<file path="src/rtl/vram_arbiter_if.sv">
// vram_arbiter_if: bundles the CPU bus, GPU fetch port and VRAM port of the
// VRAM arbiter. The slave modport belongs to the arbiter; the master modport
// is the surrounding system, which drives the CPU/GPU requests and returns
// the VRAM read data. arb_state exposes the arbiter FSM for observation.
interface vram_arbiter_if #(
   parameter int VRAM_AW    = 12,
   parameter int WBUF_DEPTH = 4
);
   localparam int CW = $clog2(WBUF_DEPTH) + 1;

   // CPU bus
   logic [15:0]        cpu_address;
   logic [7:0]         cpu_wdata;
   logic               cpu_rw;
   logic               cpu_valid;
   logic               SELECT_vram;
   logic [7:0]         cpu_rdata;
   logic               cpu_rdy;
   logic [CW-1:0]      wbuf_count;
   // GPU fetch
   logic               gpu_req;
   logic [VRAM_AW-1:0] gpu_addr;
   logic               gpu_ack;
   logic [7:0]         gpu_rdata;
   // VRAM port
   logic [VRAM_AW-1:0] vram_addr;
   logic [7:0]         vram_wdata;
   logic               vram_we;
   logic               vram_re;
   logic [7:0]         vram_rdata;
   // FSM state: 0 IDLE, 1 WR_STALL, 2 RD_WAIT, 3 RD_DATA
   logic [1:0]         arb_state;

   modport slave (
      input  cpu_address, cpu_wdata, cpu_rw, cpu_valid, SELECT_vram,
      input  gpu_req, gpu_addr, vram_rdata,
      output cpu_rdata, cpu_rdy, wbuf_count, gpu_ack, gpu_rdata,
      output vram_addr, vram_wdata, vram_we, vram_re, arb_state
   );

   modport master (
      output cpu_address, cpu_wdata, cpu_rw, cpu_valid, SELECT_vram,
      output gpu_req, gpu_addr, vram_rdata,
      input  cpu_rdata, cpu_rdy, wbuf_count, gpu_ack, gpu_rdata,
      input  vram_addr, vram_wdata, vram_we, vram_re, arb_state
   );
endinterface

</file>
<file path="src/rtl/vram_arbiter.sv">
// vram_arbiter: shares a single-port synchronous VRAM between the CPU bus and
// the GPU fetch engine. CPU writes are posted into a FIFO and drained in cycles
// the GPU does not use; CPU reads stall the CPU through cpu_rdy.
// Handshake: a CPU cycle is accepted when cpu_valid & SELECT_vram are high
// while cpu_rdy=1; gpu_req is a level held until the one-cycle gpu_ack, which
// arrives the cycle after the grant together with gpu_rdata.
// Optional feature macro: VRAM_ARB_STARVE_GUARD_EN (starvation guard that
// forces a CPU-side VRAM op after STARVE_LIMIT GPU-won cycles).
module vram_arbiter #(
   parameter logic [15:0] VRAM_BASE    = 16'h3700,
   parameter int          VRAM_AW      = 12,
   parameter int          WBUF_DEPTH   = 4,
   parameter int          STARVE_LIMIT = 8
) (
   input logic           clk,
   input logic           rst,
   vram_arbiter_if.slave bus
);
   localparam int PW = $clog2(WBUF_DEPTH);
   localparam int CW = PW + 1;

   typedef enum logic [1:0] {
      IDLE     = 2'd0,
      WR_STALL = 2'd1,
      RD_WAIT  = 2'd2,
      RD_DATA  = 2'd3
   } state_t;

   state_t state, state_nx;

   logic [VRAM_AW-1:0] fifo_addr [WBUF_DEPTH];
   logic [7:0]         fifo_data [WBUF_DEPTH];
   logic [PW-1:0]      wr_ptr, rd_ptr;
   logic [CW-1:0]      count;
   logic [VRAM_AW-1:0] hold_addr, rd_addr;
   logic [7:0]         hold_data;
   logic [7:0]         cpu_rdata_q;
   logic               gpu_ack_q;

   logic [VRAM_AW-1:0] cpu_off;
   logic               cpu_sel, fifo_empty, fifo_full;
   logic               rd_pend, cpu_side_pend, force_cpu;
   logic               gpu_grant, drain_grant, rd_grant;
   logic               push, hold_cap, rd_cap;
   logic [VRAM_AW-1:0] push_addr;
   logic [7:0]         push_data;

   assign cpu_off    = VRAM_AW'(bus.cpu_address - VRAM_BASE);
   assign cpu_sel    = bus.cpu_valid && bus.SELECT_vram;
   assign fifo_empty = (count == '0);
   assign fifo_full  = (count == CW'(WBUF_DEPTH));

   // A CPU read only competes once every posted write ahead of it has landed.
   assign rd_pend       = (state == RD_WAIT) && fifo_empty;
   assign cpu_side_pend = !fifo_empty || rd_pend;

`ifdef VRAM_ARB_STARVE_GUARD_EN
   localparam int SW = $clog2(STARVE_LIMIT + 1);
   logic [SW-1:0] starve_cnt;

   assign force_cpu = cpu_side_pend && (starve_cnt == SW'(STARVE_LIMIT));

   // Count GPU-won cycles that kept a CPU-side op waiting; clear on CPU grant.
   always_ff @(posedge clk or posedge rst) begin
      if (rst) starve_cnt <= '0;
      else if (drain_grant || rd_grant) starve_cnt <= '0;
      else if (gpu_grant && cpu_side_pend) starve_cnt <= starve_cnt + SW'(1);
   end
`else
   logic unused_limit;
   assign unused_limit = |32'(STARVE_LIMIT);
   assign force_cpu    = 1'b0;
`endif

   // Grant order: GPU read, then FIFO drain, then CPU read.
   assign gpu_grant   = bus.gpu_req && !force_cpu;
   assign drain_grant = !gpu_grant && !fifo_empty;
   assign rd_grant    = !gpu_grant && rd_pend;

   // Next state, FIFO push request and capture strobes.
   always_comb begin
      state_nx  = state;
      push      = 1'b0;
      push_addr = cpu_off;
      push_data = bus.cpu_wdata;
      hold_cap  = 1'b0;
      rd_cap    = 1'b0;
      unique case (state)
         IDLE: begin
            if (cpu_sel && !bus.cpu_rw) begin
               if (!fifo_full) begin
                  push = 1'b1;
               end else begin
                  hold_cap = 1'b1;
                  state_nx = WR_STALL;
               end
            end else if (cpu_sel && bus.cpu_rw) begin
               rd_cap   = 1'b1;
               state_nx = RD_WAIT;
            end
         end
         WR_STALL: begin
            push_addr = hold_addr;
            push_data = hold_data;
            if (!fifo_full) begin
               push     = 1'b1;
               state_nx = IDLE;
            end
         end
         RD_WAIT: if (rd_grant) state_nx = RD_DATA;
         RD_DATA: state_nx = IDLE;
         default: state_nx = IDLE;
      endcase
   end

   // State register, FIFO pointers/occupancy, latched CPU cycle, read/ack regs.
   always_ff @(posedge clk or posedge rst) begin
      if (rst) begin
         state       <= IDLE;
         wr_ptr      <= '0;
         rd_ptr      <= '0;
         count       <= '0;
         hold_addr   <= '0;
         hold_data   <= '0;
         rd_addr     <= '0;
         cpu_rdata_q <= '0;
         gpu_ack_q   <= 1'b0;
      end else begin
         state     <= state_nx;
         gpu_ack_q <= gpu_grant;
         if (push)        wr_ptr <= wr_ptr + PW'(1);
         if (drain_grant) rd_ptr <= rd_ptr + PW'(1);
         unique case ({push, drain_grant})
            2'b10:   count <= count + CW'(1);
            2'b01:   count <= count - CW'(1);
            default: count <= count;
         endcase
         if (hold_cap) begin
            hold_addr <= cpu_off;
            hold_data <= bus.cpu_wdata;
         end
         if (rd_cap) rd_addr <= cpu_off;
         if (state == RD_DATA) cpu_rdata_q <= bus.vram_rdata;
      end
   end

   // FIFO storage; contents are meaningless once the pointers are reset.
   always_ff @(posedge clk) begin
      if (push) begin
         fifo_addr[wr_ptr] <= push_addr;
         fifo_data[wr_ptr] <= push_data;
      end
   end

   assign bus.vram_re    = gpu_grant || rd_grant;
   assign bus.vram_we    = drain_grant;
   assign bus.vram_addr  = gpu_grant   ? bus.gpu_addr :
                           drain_grant ? fifo_addr[rd_ptr] :
                           rd_grant    ? rd_addr : '0;
   assign bus.vram_wdata = fifo_data[rd_ptr];
   assign bus.cpu_rdata  = cpu_rdata_q;
   assign bus.cpu_rdy    = (state == IDLE);
   assign bus.wbuf_count = count;
   assign bus.gpu_ack    = gpu_ack_q;
   assign bus.gpu_rdata  = gpu_ack_q ? bus.vram_rdata : 8'h00;
   assign bus.arb_state  = state;
endmodule

</file>
<file path="src/flat_wrapper.sv">
// flat-port wrapper written by rule: the top's interface ports become plain ports
module vram_arbiter_flat 
#(
   parameter logic [15:0] VRAM_BASE    = 16'h3700,
   parameter int          VRAM_AW      = 12,
   parameter int          WBUF_DEPTH   = 4,
   parameter int          STARVE_LIMIT = 8
)
  (clk, rst, bus_cpu_address, bus_cpu_wdata, bus_cpu_rw, bus_cpu_valid, bus_SELECT_vram, bus_gpu_req, bus_gpu_addr, bus_vram_rdata, bus_cpu_rdata, bus_cpu_rdy, bus_wbuf_count, bus_gpu_ack, bus_gpu_rdata, bus_vram_addr, bus_vram_wdata, bus_vram_we, bus_vram_re, bus_arb_state);
  vram_arbiter_if #(.VRAM_AW(VRAM_AW), .WBUF_DEPTH(WBUF_DEPTH)) bus_i ();
  input logic clk;
  input logic rst;
  input wire logic [$bits(bus_i.cpu_address)-1:0] bus_cpu_address;
  input wire logic [$bits(bus_i.cpu_wdata)-1:0] bus_cpu_wdata;
  input wire logic [$bits(bus_i.cpu_rw)-1:0] bus_cpu_rw;
  input wire logic [$bits(bus_i.cpu_valid)-1:0] bus_cpu_valid;
  input wire logic [$bits(bus_i.SELECT_vram)-1:0] bus_SELECT_vram;
  input wire logic [$bits(bus_i.gpu_req)-1:0] bus_gpu_req;
  input wire logic [$bits(bus_i.gpu_addr)-1:0] bus_gpu_addr;
  input wire logic [$bits(bus_i.vram_rdata)-1:0] bus_vram_rdata;
  output wire logic [$bits(bus_i.cpu_rdata)-1:0] bus_cpu_rdata;
  output wire logic [$bits(bus_i.cpu_rdy)-1:0] bus_cpu_rdy;
  output wire logic [$bits(bus_i.wbuf_count)-1:0] bus_wbuf_count;
  output wire logic [$bits(bus_i.gpu_ack)-1:0] bus_gpu_ack;
  output wire logic [$bits(bus_i.gpu_rdata)-1:0] bus_gpu_rdata;
  output wire logic [$bits(bus_i.vram_addr)-1:0] bus_vram_addr;
  output wire logic [$bits(bus_i.vram_wdata)-1:0] bus_vram_wdata;
  output wire logic [$bits(bus_i.vram_we)-1:0] bus_vram_we;
  output wire logic [$bits(bus_i.vram_re)-1:0] bus_vram_re;
  output wire logic [$bits(bus_i.arb_state)-1:0] bus_arb_state;
  assign bus_i.cpu_address = bus_cpu_address;
  assign bus_i.cpu_wdata = bus_cpu_wdata;
  assign bus_i.cpu_rw = bus_cpu_rw;
  assign bus_i.cpu_valid = bus_cpu_valid;
  assign bus_i.SELECT_vram = bus_SELECT_vram;
  assign bus_i.gpu_req = bus_gpu_req;
  assign bus_i.gpu_addr = bus_gpu_addr;
  assign bus_i.vram_rdata = bus_vram_rdata;
  assign bus_cpu_rdata = bus_i.cpu_rdata;
  assign bus_cpu_rdy = bus_i.cpu_rdy;
  assign bus_wbuf_count = bus_i.wbuf_count;
  assign bus_gpu_ack = bus_i.gpu_ack;
  assign bus_gpu_rdata = bus_i.gpu_rdata;
  assign bus_vram_addr = bus_i.vram_addr;
  assign bus_vram_wdata = bus_i.vram_wdata;
  assign bus_vram_we = bus_i.vram_we;
  assign bus_vram_re = bus_i.vram_re;
  assign bus_arb_state = bus_i.arb_state;
  vram_arbiter #(.VRAM_BASE(VRAM_BASE), .VRAM_AW(VRAM_AW), .WBUF_DEPTH(WBUF_DEPTH), .STARVE_LIMIT(STARVE_LIMIT)) u_core (.clk(clk), .rst(rst), .bus(bus_i));
endmodule
</file>
<file path="config.mk">
export PLATFORM = sky130hd
export DESIGN_NAME = vram_arbiter_flat
export DESIGN_NICKNAME = d
export VERILOG_FILES = /design/src/rtl/vram_arbiter_if.sv /design/src/rtl/vram_arbiter.sv /design/src/flat_wrapper.sv
export SDC_FILE = /design/constraint.sdc
export NUM_CORES = 1
export LEC_CHECK = 0
export ABC_AREA = 1
export BUFFER_PORTS_ARGS = -buffer_cell sky130_fd_sc_hd__buf_2
export CAP_MARGIN = 25
export CORE_ASPECT_RATIO = 1.25
export CORE_MARGIN = 4
export CORE_UTILIZATION = 35
export CTS_CLUSTER_DIAMETER = 150
export DETAILED_ROUTE_END_ITERATION = 6
export GPL_TIMING_DRIVEN = 0
export PLACE_DENSITY = 0.55
export SLEW_MARGIN = 20
export SYNTH_ARGS = -nofsm -noshare
export SYNTH_HDL_FRONTEND = slang
export SYNTH_SLANG_ARGS = --single-unit
</file>
<file path="constraint.sdc">
create_clock -name clk -period 6.9 [get_ports clk]
set_input_delay 0.69 -clock clk [delete_from_list [all_inputs] [get_ports clk]]
set_output_delay 0.69 -clock clk [all_outputs]
set_load 0.02 [all_outputs]
</file>
==> out/qor.csv <==
metric,value,unit
post-CTS setup buffers,0,
Die Span Y,152,µm
Post-DP Area,6590,µm²
Gate power share,33.9,%
sequential element share of the synthesized area,62.8,%
Layout Area Growth over Synthesis,23.5,%
top-level port count,95,
Row Count,52,
Mapped Avg Cell Area,10.6,µm²
Switch Pwr,1.10,mW
internal reg-to-reg setup slack,4.46,ns
# fillers,1579,
"commonest cells after routing, fill and taps aside","nand2_1 (100), buf_2 (96), nor2_1 (83)",
CP endpoint kind,output pin,
Worst Path Required,6.21,ns
Post-route DRC,0,
GR Overflow Total,0,
initial core utilization,35.8,%
Post-Syn Instances,547,
post-DR wirelength/cell,15.8,µm
"Net Count, Synth",604,
CP Capture Point,bus_vram_addr[3],
"delay-heaviest family, CP",buffers and inverters,
"most common cell after layout, fill and taps aside",nand2_1,
mux contribution to synthesized area,3.10,%
initial DRC count,144,
cts bufs inserted,17,
worst skew pair latency,0.41,ns
clock period minus worst slack,2.72,ns
FMAX,368,MHz
CTS tree,done,
worst slew pin tran,0.729,ns
R2R Path End,u_core.bus.wbuf_count[2],
gp weighted congestion,0.754,
placed cell count,854,
first-pass GRT wire length,22400,µm
Post-DRT Antenna Nets,0,
Sink Count,130,
sequential share of power,36.1,%
HPWL after DPL,9810,µm
worst stage delay on the critical path,0.43,ns
number of global-route vias before repair,4255,
Synth Area in Simple Gates,17.2,%
H-tree level count,4,
number of different library cells in the post-synthesis netlist,32,
Finished Cell Area,7180,µm²
Synth Area in XOR/XNOR,0.753,%
Fin. Hold Viols,0,
Post-synth EDFFs,80,
Leak,3.17,nW
Max-slew headroom,51.3,%
PortBufs,90,
Clock Skew,0.00686,ns
Tcrit/Tclk final,39.4,%
Pint,1.87,mW
largest net degree at the start of global routing,35,
Worst Path Buf+Inv,4,
"Slew Viols, Final",0,
Arrival @ worst endpoint,2.03,ns
PnR worst setup slack,4.18,ns
Synth Register Bits,130,
"Gates resized, CTS repair",0,
dominant register cell in the synthesized netlist,edfxtp_1,
Compound-Gate Fraction of Synth Area,8.93,%
final setup fails,0,
routed vias,4145,
Crit. path cell count,8,
CP max FO,10,
part of the power in the clock network,30.0,%
pwr dens,413,nW/µm²
asr flop ratio synth,38.5,%
layout cells sized above 1,29.1,%
CTS max path bufs,2,
total of max-cap violations,0,
main combinational cell family by area after synthesis,simple AND/OR/NAND/NOR gates,
initial antenna violation count,0,
r2r worst-path depth,11,
worst r2r src,u_core.bus.wbuf_count[1],
Core Footprint,16300,µm²
Clock Pin Slew Worst Setup and Hold Paths,0.06,ns
switch share,37.2,%
root buffer cell,clkbuf_16,
yosys warns,0,
setup TNS,0,ns
Synth Area in Adders,1.63,%
WL final,14000,µm
Die Wd,123,µm
Die ar.,18800,µm²
VDD IR-drop max,222,µV
status,completed,
First-pass DRT Iterations,4,
WS Path Type,flop to output pin,
DR vias/cell,4.68,
Place WS,4.12,ns
Global Route Usage Sum,15.6,%
worst hold slack,0.271,ns
Critical Path Slowest Stage Cell,clkbuf_1,
CP startpoint kind,flop,
critical path startpoint,u_core.rd_ptr[0],
synthesized cell area,5820,µm²
nets@finish,714,
CTS Hold Bufs,0,
Finished Layout Cells,886,
"Cell Chain, Critical Path",buf_2 > inv_2 > clkbuf_1 > o21ai_0 > nand2_1 > nand2_1 > nand3_1 > buf_2,
# diodes,0,
Min-Delay Path Class,input pin to asynchronous set/reset pin,
RSZ-0062 raised after global routing,no,
## synth_stat cells, types with 2 or more instances
library cell | number | area (µm²)
buf_2 | 6 | 30.0
nor2_1 | 87 | 327
inv_2 | 3 | 11.3
buf_6 | 6 | 67.6
inv_1 | 38 | 143
o21ai_0 | 56 | 280
nand2_1 | 100 | 375
mux2_4 | 3 | 45.0
a21oi_1 | 14 | 70.1
dfrtp_1 | 50 | 1250
nand2_4 | 2 | 22.5
mux2_2 | 12 | 135
nor2_2 | 2 | 12.5
nand3_1 | 22 | 110
edfxtp_1 | 80 | 2400
ha_1 | 6 | 75.1
o22ai_1 | 8 | 50.1
xor2_1 | 2 | 17.5
clkbuf_1 | 11 | 41.3
nor2_4 | 2 | 22.5
nand2_2 | 13 | 81.3
xnor2_1 | 3 | 26.3
o21ai_2 | 12 | 105
## kinds of logic (layout without fill, tap and decap cells)
group / after synthesis / after routing
and+or+nand+nor: 231 / 231
DFF: 130 / 130
AOI/OAI and AO/OA: 92 / 92
buffers and inverters: 67 / 190
muxes: 15 / 15
adders and majority gates: 7 / 7
xor gates and xnor gates: 5 / 5
## sequential cells by signal, indices dropped and copies added, names as in the netlist
name                   count
u_core.fifo_addr          48
u_core.fifo_data          32
u_core.hold_addr          12
u_core.rd_addr            12
u_core.bus.cpu_rdata       8
u_core.hold_data           8
u_core.bus.wbuf_count      3
u_core.bus.arb_state       2
u_core.rd_ptr              2
u_core.wr_ptr              2
u_core.bus.gpu_ack         1
## worst min path at each step
stage,cells past startpoint,to,from
finish,2,u_core.hold_data[1],rst
global route,2,u_core.bus.wbuf_count[1],rst
CTS,2,u_core.bus.wbuf_count[0],rst
detailed placement,2,u_core.hold_data[3],u_core.hold_data[3]
global placement,2,u_core.hold_data[0],u_core.hold_data[0]
floorplan,2,u_core.hold_data[0],u_core.hold_data[0]
## layer usage
layer / global-route usage [%] / up-vias / part of all wire (%)
met5: 0 / - / 0
met4: 4.64 / 0 / 1.2
met3: 3.86 / 14 / 4.1
met2: 26.6 / 96 / 51
met1: 19.5 / 1987 / 43
li1: - / 2048 / -
## through the flow
stage                     power, mW  util [%]
after CTS                      3.00      44.2
after global placement         2.07      40.2
final                          2.97      44.2
after global routing           3.15      44.2
after detailed placement       2.10      40.5
after floorplan                1.76         -
## power groups by stage
stage | registers (mW) | logic, mW | clock network (mW)
floorplan | 1.12 | 0.641 | 0
global placement | 1.08 | 0.987 | 0
detailed placement | 1.08 | 1.02 | 0
CTS | 1.07 | 1.02 | 0.902
global route | 1.09 | 1.12 | 0.942
finish | 1.07 | 1.01 | 0.891
## area by class of cell
cell class / count / area [µm²] / share of cell area (%)
buffer: 25 / 164 / 2.28
clock buffer: 17 / 425 / 5.92
clock inverter: 15 / 170 / 2.37
inverter: 42 / 163 / 2.26
multi-input combinational: 350 / 1870 / 26.0
sequential: 130 / 3650 / 50.9
tap: 216 / 270 / 3.76
timing repair buffer: 91 / 470 / 6.55
Note: power is estimated with default switching activity, not from simulation.
